### src/rtl/sprite_compositor_n_if.sv
// Sprite compositor bus: register/palette write port, pixel stream in,
// composited pixel stream and collision flags out.
interface sprite_compositor_n_if #(
  parameter int N_SPRITES = 8,
  parameter int SPR_SIZE  = 16,
  parameter int COORD_W   = 10,
  parameter int PAL_DEPTH = 16,
  parameter int COLOR_W   = 8
);
  localparam int SLOT_W = (N_SPRITES > 1) ? $clog2(N_SPRITES) : 1;
  localparam int SEL_W  = $clog2(SPR_SIZE + 1);
  localparam int PAL_W  = (PAL_DEPTH > 1) ? $clog2(PAL_DEPTH) : 1;
  localparam int ATT_W  = 2 * COORD_W + PAL_W + 2;
  localparam int DATA_W = (ATT_W > SPR_SIZE) ? ATT_W : SPR_SIZE;

  logic                   wr_en;
  logic [SLOT_W-1:0]      wr_slot;
  logic [SEL_W-1:0]       wr_sel;
  logic [DATA_W-1:0]      wr_data;
  logic                   att_color;
  logic [PAL_W-1:0]       pal_addr;
  logic [3*COLOR_W-1:0]   data_color;
  logic                   coll_clr;
  logic                   pix_valid;
  logic [COORD_W-1:0]     row;
  logic [COORD_W-1:0]     column;
  logic [COLOR_W-1:0]     FIFO_Red;
  logic [COLOR_W-1:0]     FIFO_Green;
  logic [COLOR_W-1:0]     FIFO_Blue;
  logic [COLOR_W-1:0]     VGA_R;
  logic [COLOR_W-1:0]     VGA_G;
  logic [COLOR_W-1:0]     VGA_B;
  logic                   out_valid;
  logic [N_SPRITES-1:0]   collision;

  modport master (
    output wr_en, wr_slot, wr_sel, wr_data, att_color, pal_addr, data_color,
           coll_clr, pix_valid, row, column, FIFO_Red, FIFO_Green, FIFO_Blue,
    input  VGA_R, VGA_G, VGA_B, out_valid, collision
  );

  modport slave (
    input  wr_en, wr_slot, wr_sel, wr_data, att_color, pal_addr, data_color,
           coll_clr, pix_valid, row, column, FIFO_Red, FIFO_Green, FIFO_Blue,
    output VGA_R, VGA_G, VGA_B, out_valid, collision
  );
endinterface

### src/rtl/sprite_compositor_n.sv
// Three-stage sprite compositor: stage 1 per-slot hit test, stage 2 priority
// select and collision tracking, stage 3 palette lookup and optional blend.
module sprite_compositor_n #(
  parameter int N_SPRITES = 8,
  parameter int SPR_SIZE  = 16,
  parameter int COORD_W   = 10,
  parameter int PAL_DEPTH = 16,
  parameter int COLOR_W   = 8
) (
  input  logic clk_25,
  input  logic n_reset,
  sprite_compositor_n_if.slave bus
);
  localparam int SEL_W = $clog2(SPR_SIZE + 1);
  localparam int PAL_W = (PAL_DEPTH > 1) ? $clog2(PAL_DEPTH) : 1;
  localparam int OFF_W = $clog2(SPR_SIZE);
  localparam int CW1   = COORD_W + 1;
  localparam int RGB_W = 3 * COLOR_W;

  // Rounded-down mean of two channels, summed one bit wider so it never wraps
  function automatic logic [COLOR_W-1:0] avg(input logic [COLOR_W-1:0] a,
                                             input logic [COLOR_W-1:0] b);
    logic [COLOR_W:0] sum;
    sum = {1'b0, a} + {1'b0, b};
    return sum[COLOR_W:1];
  endfunction

  // Sprite attributes, bitmaps and palette
  logic [N_SPRITES-1:0][COORD_W-1:0] x_q, x_d, y_q, y_d;
  logic [N_SPRITES-1:0][PAL_W-1:0]   pal_idx_q, pal_idx_d;
  logic [N_SPRITES-1:0]              en_q, en_d, mode_q, mode_d;
  logic [N_SPRITES-1:0][SPR_SIZE-1:0][SPR_SIZE-1:0] bmp_q, bmp_d;
  logic [PAL_DEPTH-1:0][RGB_W-1:0]   pal_q, pal_d;

  // Pipeline registers
  logic [N_SPRITES-1:0] hit_q, hit_d;
  logic [RGB_W-1:0]     bg1_q, bg1_d, bg2_q, bg2_d;
  logic                 v1_q, v1_d, v2_q, v2_d;
  logic [PAL_W-1:0]     pal2_q, pal2_d;
  logic                 mode2_q, mode2_d, any2_q, any2_d;
  logic [N_SPRITES-1:0] collision_q, collision_d;
  logic [RGB_W-1:0]     rgb_q, rgb_d;
  logic                 out_valid_q, out_valid_d;

  // Stage temporaries
  logic             col_in, row_in, multi;
  logic [OFF_W-1:0] dx, dy;
  logic [RGB_W-1:0] pal_rgb;

  // Register and palette write decode; out-of-range selectors are dropped
  always_comb begin
    x_d = x_q; y_d = y_q; pal_idx_d = pal_idx_q; en_d = en_q; mode_d = mode_q;
    bmp_d = bmp_q; pal_d = pal_q;
    if (bus.wr_en && (32'(bus.wr_slot) < N_SPRITES)) begin
      if (bus.wr_sel == '0) begin
        x_d[bus.wr_slot]       = bus.wr_data[COORD_W-1:0];
        y_d[bus.wr_slot]       = bus.wr_data[2*COORD_W-1:COORD_W];
        pal_idx_d[bus.wr_slot] = bus.wr_data[2*COORD_W+PAL_W-1:2*COORD_W];
        en_d[bus.wr_slot]      = bus.wr_data[2*COORD_W+PAL_W];
        mode_d[bus.wr_slot]    = bus.wr_data[2*COORD_W+PAL_W+1];
      end else if (32'(bus.wr_sel) <= SPR_SIZE) begin
        bmp_d[bus.wr_slot][OFF_W'(bus.wr_sel - SEL_W'(1))] = bus.wr_data[SPR_SIZE-1:0];
      end else begin
        bmp_d = bmp_q;
      end
    end else begin
      bmp_d = bmp_q;
    end
    if (bus.att_color) begin
      pal_d[bus.pal_addr] = bus.data_color;
    end else begin
      pal_d = pal_q;
    end
  end

  // Stage 1: window test in COORD_W+1 bits so x+SPR_SIZE cannot wrap, then bitmap lookup
  always_comb begin
    col_in = 1'b0; row_in = 1'b0; dx = '0; dy = '0; hit_d = '0;
    for (int s = 0; s < N_SPRITES; s++) begin
      col_in = ({1'b0, bus.column} >= {1'b0, x_q[s]}) &&
               ({1'b0, bus.column} < ({1'b0, x_q[s]} + CW1'(SPR_SIZE)));
      row_in = ({1'b0, bus.row} >= {1'b0, y_q[s]}) &&
               ({1'b0, bus.row} < ({1'b0, y_q[s]} + CW1'(SPR_SIZE)));
      dx = OFF_W'(bus.column - x_q[s]);
      dy = OFF_W'(bus.row - y_q[s]);
      // SPR_SIZE is a power of two, so SPR_SIZE-1-dx is simply ~dx (MSB = leftmost)
      hit_d[s] = en_q[s] & col_in & row_in & bmp_q[s][dy][~dx];
    end
    bg1_d = {bus.FIFO_Red, bus.FIFO_Green, bus.FIFO_Blue};
    v1_d  = bus.pix_valid;
  end

  // Stage 2: lowest-index winner, sticky collision (new overlap beats clear)
  always_comb begin
    pal2_d = '0; mode2_d = 1'b0;
    for (int s = N_SPRITES - 1; s >= 0; s--) begin
      if (hit_q[s]) begin
        pal2_d  = pal_idx_q[s];
        mode2_d = mode_q[s];
      end else begin
        pal2_d  = pal2_d;
      end
    end
    any2_d = |hit_q;
    bg2_d  = bg1_q;
    v2_d   = v1_q;
    // Two or more bits set iff clearing the lowest set bit leaves something
    multi  = (hit_q & (hit_q - N_SPRITES'(1))) != '0;
    if (bus.coll_clr) begin
      collision_d = '0;
    end else begin
      collision_d = collision_q;
    end
    if (v1_q && multi) begin
      collision_d = collision_d | hit_q;
    end else begin
      collision_d = collision_d;
    end
  end

  // Stage 3: palette read, opaque or 50 % blend, hold on bubbles
  always_comb begin
    pal_rgb     = pal_q[pal2_q];
    out_valid_d = v2_q;
    rgb_d       = rgb_q;
    if (v2_q) begin
      if (!any2_q) begin
        rgb_d = bg2_q;
      end else if (!mode2_q) begin
        rgb_d = pal_rgb;
      end else begin
        rgb_d = {avg(pal_rgb[RGB_W-1 -: COLOR_W],   bg2_q[RGB_W-1 -: COLOR_W]),
                 avg(pal_rgb[2*COLOR_W-1 -: COLOR_W], bg2_q[2*COLOR_W-1 -: COLOR_W]),
                 avg(pal_rgb[COLOR_W-1:0],          bg2_q[COLOR_W-1:0])};
      end
    end else begin
      rgb_d = rgb_q;
    end
  end

  // All state: asynchronous clear, otherwise load next-state values
  always_ff @(posedge clk_25 or negedge n_reset) begin
    if (!n_reset) begin
      x_q <= '0; y_q <= '0; pal_idx_q <= '0; en_q <= '0; mode_q <= '0;
      bmp_q <= '0; pal_q <= '0;
      hit_q <= '0; bg1_q <= '0; v1_q <= 1'b0;
      pal2_q <= '0; mode2_q <= 1'b0; any2_q <= 1'b0; bg2_q <= '0; v2_q <= 1'b0;
      collision_q <= '0; rgb_q <= '0; out_valid_q <= 1'b0;
    end else begin
      x_q <= x_d; y_q <= y_d; pal_idx_q <= pal_idx_d; en_q <= en_d; mode_q <= mode_d;
      bmp_q <= bmp_d; pal_q <= pal_d;
      hit_q <= hit_d; bg1_q <= bg1_d; v1_q <= v1_d;
      pal2_q <= pal2_d; mode2_q <= mode2_d; any2_q <= any2_d; bg2_q <= bg2_d; v2_q <= v2_d;
      collision_q <= collision_d; rgb_q <= rgb_d; out_valid_q <= out_valid_d;
    end
  end

  assign bus.VGA_R     = rgb_q[RGB_W-1 -: COLOR_W];
  assign bus.VGA_G     = rgb_q[2*COLOR_W-1 -: COLOR_W];
  assign bus.VGA_B     = rgb_q[COLOR_W-1:0];
  assign bus.out_valid = out_valid_q;
  assign bus.collision = collision_q;
endmodule

### src/flat_wrapper.sv
// flat-port wrapper written by rule: the top's interface ports become plain ports
module sprite_compositor_n_flat 
#(
  parameter int N_SPRITES = 8,
  parameter int SPR_SIZE  = 16,
  parameter int COORD_W   = 10,
  parameter int PAL_DEPTH = 16,
  parameter int COLOR_W   = 8
)
  (clk_25, n_reset, bus_wr_en, bus_wr_slot, bus_wr_sel, bus_wr_data, bus_att_color, bus_pal_addr, bus_data_color, bus_coll_clr, bus_pix_valid, bus_row, bus_column, bus_FIFO_Red, bus_FIFO_Green, bus_FIFO_Blue, bus_VGA_R, bus_VGA_G, bus_VGA_B, bus_out_valid, bus_collision);
  sprite_compositor_n_if #(.N_SPRITES(N_SPRITES), .SPR_SIZE(SPR_SIZE), .COORD_W(COORD_W), .PAL_DEPTH(PAL_DEPTH), .COLOR_W(COLOR_W)) bus_i ();
  input  logic clk_25;
  input  logic n_reset;
  input wire logic [$bits(bus_i.wr_en)-1:0] bus_wr_en;
  input wire logic [$bits(bus_i.wr_slot)-1:0] bus_wr_slot;
  input wire logic [$bits(bus_i.wr_sel)-1:0] bus_wr_sel;
  input wire logic [$bits(bus_i.wr_data)-1:0] bus_wr_data;
  input wire logic [$bits(bus_i.att_color)-1:0] bus_att_color;
  input wire logic [$bits(bus_i.pal_addr)-1:0] bus_pal_addr;
  input wire logic [$bits(bus_i.data_color)-1:0] bus_data_color;
  input wire logic [$bits(bus_i.coll_clr)-1:0] bus_coll_clr;
  input wire logic [$bits(bus_i.pix_valid)-1:0] bus_pix_valid;
  input wire logic [$bits(bus_i.row)-1:0] bus_row;
  input wire logic [$bits(bus_i.column)-1:0] bus_column;
  input wire logic [$bits(bus_i.FIFO_Red)-1:0] bus_FIFO_Red;
  input wire logic [$bits(bus_i.FIFO_Green)-1:0] bus_FIFO_Green;
  input wire logic [$bits(bus_i.FIFO_Blue)-1:0] bus_FIFO_Blue;
  output wire logic [$bits(bus_i.VGA_R)-1:0] bus_VGA_R;
  output wire logic [$bits(bus_i.VGA_G)-1:0] bus_VGA_G;
  output wire logic [$bits(bus_i.VGA_B)-1:0] bus_VGA_B;
  output wire logic [$bits(bus_i.out_valid)-1:0] bus_out_valid;
  output wire logic [$bits(bus_i.collision)-1:0] bus_collision;
  assign bus_i.wr_en = bus_wr_en;
  assign bus_i.wr_slot = bus_wr_slot;
  assign bus_i.wr_sel = bus_wr_sel;
  assign bus_i.wr_data = bus_wr_data;
  assign bus_i.att_color = bus_att_color;
  assign bus_i.pal_addr = bus_pal_addr;
  assign bus_i.data_color = bus_data_color;
  assign bus_i.coll_clr = bus_coll_clr;
  assign bus_i.pix_valid = bus_pix_valid;
  assign bus_i.row = bus_row;
  assign bus_i.column = bus_column;
  assign bus_i.FIFO_Red = bus_FIFO_Red;
  assign bus_i.FIFO_Green = bus_FIFO_Green;
  assign bus_i.FIFO_Blue = bus_FIFO_Blue;
  assign bus_VGA_R = bus_i.VGA_R;
  assign bus_VGA_G = bus_i.VGA_G;
  assign bus_VGA_B = bus_i.VGA_B;
  assign bus_out_valid = bus_i.out_valid;
  assign bus_collision = bus_i.collision;
  sprite_compositor_n #(.N_SPRITES(N_SPRITES), .SPR_SIZE(SPR_SIZE), .COORD_W(COORD_W), .PAL_DEPTH(PAL_DEPTH), .COLOR_W(COLOR_W)) u_core (.clk_25(clk_25), .n_reset(n_reset), .bus(bus_i));
endmodule
### config.mk
export PLATFORM = sky130hd
export DESIGN_NAME = sprite_compositor_n_flat
export DESIGN_NICKNAME = d
export VERILOG_FILES = /design/src/rtl/sprite_compositor_n_if.sv /design/src/rtl/sprite_compositor_n.sv /design/src/flat_wrapper.sv
export SDC_FILE = /design/constraint.sdc
export NUM_CORES = 2
export LEC_CHECK = 0
export ABC_CLOCK_PERIOD_IN_PS = 12650
export CAP_MARGIN = 20
export CORE_MARGIN = 2
export CORE_UTILIZATION = 60
export CTS_BUF_LIST = sky130_fd_sc_hd__clkbuf_16
export CTS_CLUSTER_DIAMETER = 60
export DETAILED_ROUTE_END_ITERATION = 10
export PLACE_DENSITY = 0.85
export REMOVE_ABC_BUFFERS = 1
export SLEW_MARGIN = 10
export SYNTH_ARGS = -nofsm -noshare
export SYNTH_HDL_FRONTEND = slang
export SYNTH_SLANG_ARGS = --single-unit
### constraint.sdc
create_clock -name clk_25 -period 12.65 [get_ports clk_25]
set_clock_uncertainty 0.05 [all_clocks]
set_input_delay 1.265 -clock clk_25 [delete_from_list [all_inputs] [get_ports clk_25]]
set_output_delay 1.265 -clock clk_25 [all_outputs]
set_load 0.01 [all_outputs]
==> out/qor.yml <==
cp_common_cell: "mux4_2"
critPathTopFamily: "buffers and inverters"
max_stage_delay_ps: 1200
ys_async_sr_fraction_pct: 100.0
grt_first_pass_wirelength_um: 523900
max-cap-violations: 0
fin_ws_ps: 7004
rsz0062_at_grt: "no"
htreeDepth: 5
syn_avg_cell_area_um2: 14.85
slew_viol_final: 0
synth_warnings: 0
p_int_mw: 15.69
seq_area_frac_synth_pct: 52.80
post_drt_wl_per_cell_um: 28.89
netlist_instances: 8734
post_cts_resized: 0
ir_drop_mv: 0.1550
final_common_cell: "dfrtp_1"
antenna_found_initial: 32
ios: 145
ys.flop_type: "dfrtp_1"
routed_wl_um: 341500
slew_headroom_pct: 16.35
cts-root-buf: "clkbuf_16"
crit_slowest_cell: "fa_2"
place_congestion: 0.8922
grt_max_degree: 192
synth_area_um2: 129700
hpwl_um: 201700
portBuffers: 144
hold_buffers: 0
overflow: 0
post-route-period-util_pct: 44.63
ys_ff_latch: 2737
clk-insertion-delay-late_ps: 950
crit_chain: "clkdlybuf4s50_1 > inv_2 > ha_4 > inv_1 > fa_2 > buf_4 > mux4_2 > mux4_2 > a22o_1 > o31a_1 > nor3b_1 > nor3_1"
cp.required_ps: 13370
die_h_um: 469.0
grtUsageTotal_pct: 31.47
met1_length_um: 130800
cts_setup_buffers: 0
combPwrFrac_pct: 13.9
status: "completed"
start_kind: "primary input"
crit_type: "primary input to flip-flop"
clk_path_buf_depth: 4
powerDensity_nw_per_um2: 146.4
cts.sink_count: 2737
topRoutingLayerUsed: "met5"
switching_share_pct: 25.61
wl_met3_um: 26500
die_area_um2: 219900
power_frac_clock_pct: 39.6
dr_total_vias: 78737
setup_tns_ps: 0
drive_above_1_share_pct: 44.65
path_max_fanout: 36
fillers: 13790
drt_pass1_iterations: 6
initial_core_util_pct: 60.38
synth-edff-count: 0
fin_nets: 9191
setup_viol: 0
hold_path_class: "primary input to async pin"
drtIter0Drc: 7662
netSwitchingPower_mw: 5.400
max_freq_ghz: 0.1771
arrival_ps: 6370
share_seq_of_total_power_pct: 46.5
most-common-layout-cells: "dfrtp_1, mux2_2, mux4_2"
finalHoldViolCount: 0
clk_pin_slew_ps: 60
via_per_inst: 6.659
min_period_ps: 5646
die_w_um: 469.0
worst_pin_slew_ps: 1252
grt_pass1_vias: 85059
rows: 170
cts-buffers-inserted: 298
synth.distinct_cells: 77
core_um2: 214800
leakagePower_nw: 67.42
end_kind: "flip-flop"
area_delta_synth_final_pct: 11.04
met2RoutedLength_um: 162500
cts_tree: "built"
ant_nets: 0
dp_slack_ps: 6197
remaining_drc_errors: 0
worstPathBufferInverterCount: 4
## Yosys cell counts (all sizes together), types with 90 or more instances
master,number,share of area [%]
dfrtp,2737,53
mux2,2517,22
mux4,736,13
clkbuf,574,1.7
ha,294,2.8
nand2,259,0.75
o21ai,231,0.89
inv,222,0.64
nor2,210,0.61
a21oi,144,0.56
nand3,105,0.41
buf,102,0.39
xnor2,90,0.61
## flip-flops by register name, indices dropped and copies added (netlist names), 4 cells and up
register	flops
u_core.bmp_q	2048
u_core.pal_q	384
u_core.x_q	80
u_core.y_q	80
u_core.pal_idx_q	32
u_core.bg1_q	24
u_core.bg2_q	24
u_core.rgb_q	24
u_core.bus.collision	8
u_core.en_q	8
u_core.hit_q	8
u_core.mode_q	8
u_core.pal2_q	4
## kinds of logic after synthesis
logic type / synth area share (%)
simple gates: 2.601
compound gates: 2.897
fa+ha+maj: 3.137
mux: 35.13
flops: 52.80
buf+inv: 2.699
xor+xnor: 0.7283
## path summary, 6_finish.rpt
path	startpoint	slack, ps	cells past startpoint	to
max	bus_row[0]	7000	12	u_core.hit_q[5]
min	n_reset	270	1	u_core.pal_q[161]
max reg2reg	u_core.pal2_q[0]	7350	13	u_core.rgb_q[15]
min reg2reg	u_core.bg1_q[9]	290	0	u_core.bg2_q[9]
max in group asynchronous	n_reset	9320	5	u_core.bmp_q[194]
min in group clk_25	u_core.bg1_q[9]	290	0	u_core.bg2_q[9]
## worst reg2reg max path: cells and delay by family, from the launching register on
kind / cells / cell delay [ps]
buffers and inverters: 1 / 910
AOI/OAI and AO/OA: 8 / 1410
DFF: 1 / 1020
adders and majority gates: 1 / 450
and+or+nand+nor: 1 / 80
muxes: 2 / 1230
## final cells by class
class / instances / area [um2] / area share (%)
Inverter: 223 / 837.1 / 0.5812
Tap cell: 2838 / 3551 / 2.465
Timing Repair Buffer: 408 / 3842 / 2.668
Clock inverter: 199 / 1559 / 1.082
Sequential cell: 2737 / 68500 / 47.56
Antenna cell: 17 / 42.54 / 0.02954
Clock buffer: 304 / 7607 / 5.282
Multi-Input combinational cell: 5098 / 58090 / 40.33
## stage by stage
stage	utilization (%)	std cells	power, mW	area (um2)	hold slack [ps]
after global routing	67.03	11818	21.81	144000	297.1
after CTS	66.83	11789	21.12	143600	289.7
after floorplan	-	8058	11.73	127000	281.2
after global placement	62.51	11281	12.62	134300	283.3
final	67.04	11824	21.09	144000	271.7
after detailed placement	62.56	11286	12.81	134400	287.1
## per-layer routing
layer	global-route usage [%]	vias up
li1	-	32191
met1	40.45	42024
met2	50.08	3407
met3	6.797	1089
met4	17.74	26
met5	0	-
## power groups by stage
| stage | clock, mW | combinational [mW] | sequential, mW |
|---|---|---|---|
| 2_1_floorplan | 0 | 1.93 | 9.80 |
| 3_3_place_gp | 0 | 2.75 | 9.87 |
| 3_5_place_dp | 0 | 2.88 | 9.94 |
| 4_1_cts | 8.41 | 2.91 | 9.79 |
| 5_1_grt | 8.79 | 3.15 | 9.87 |
| 6_report | 8.35 | 2.93 | 9.81 |
Power figures use the tool's default switching activity.
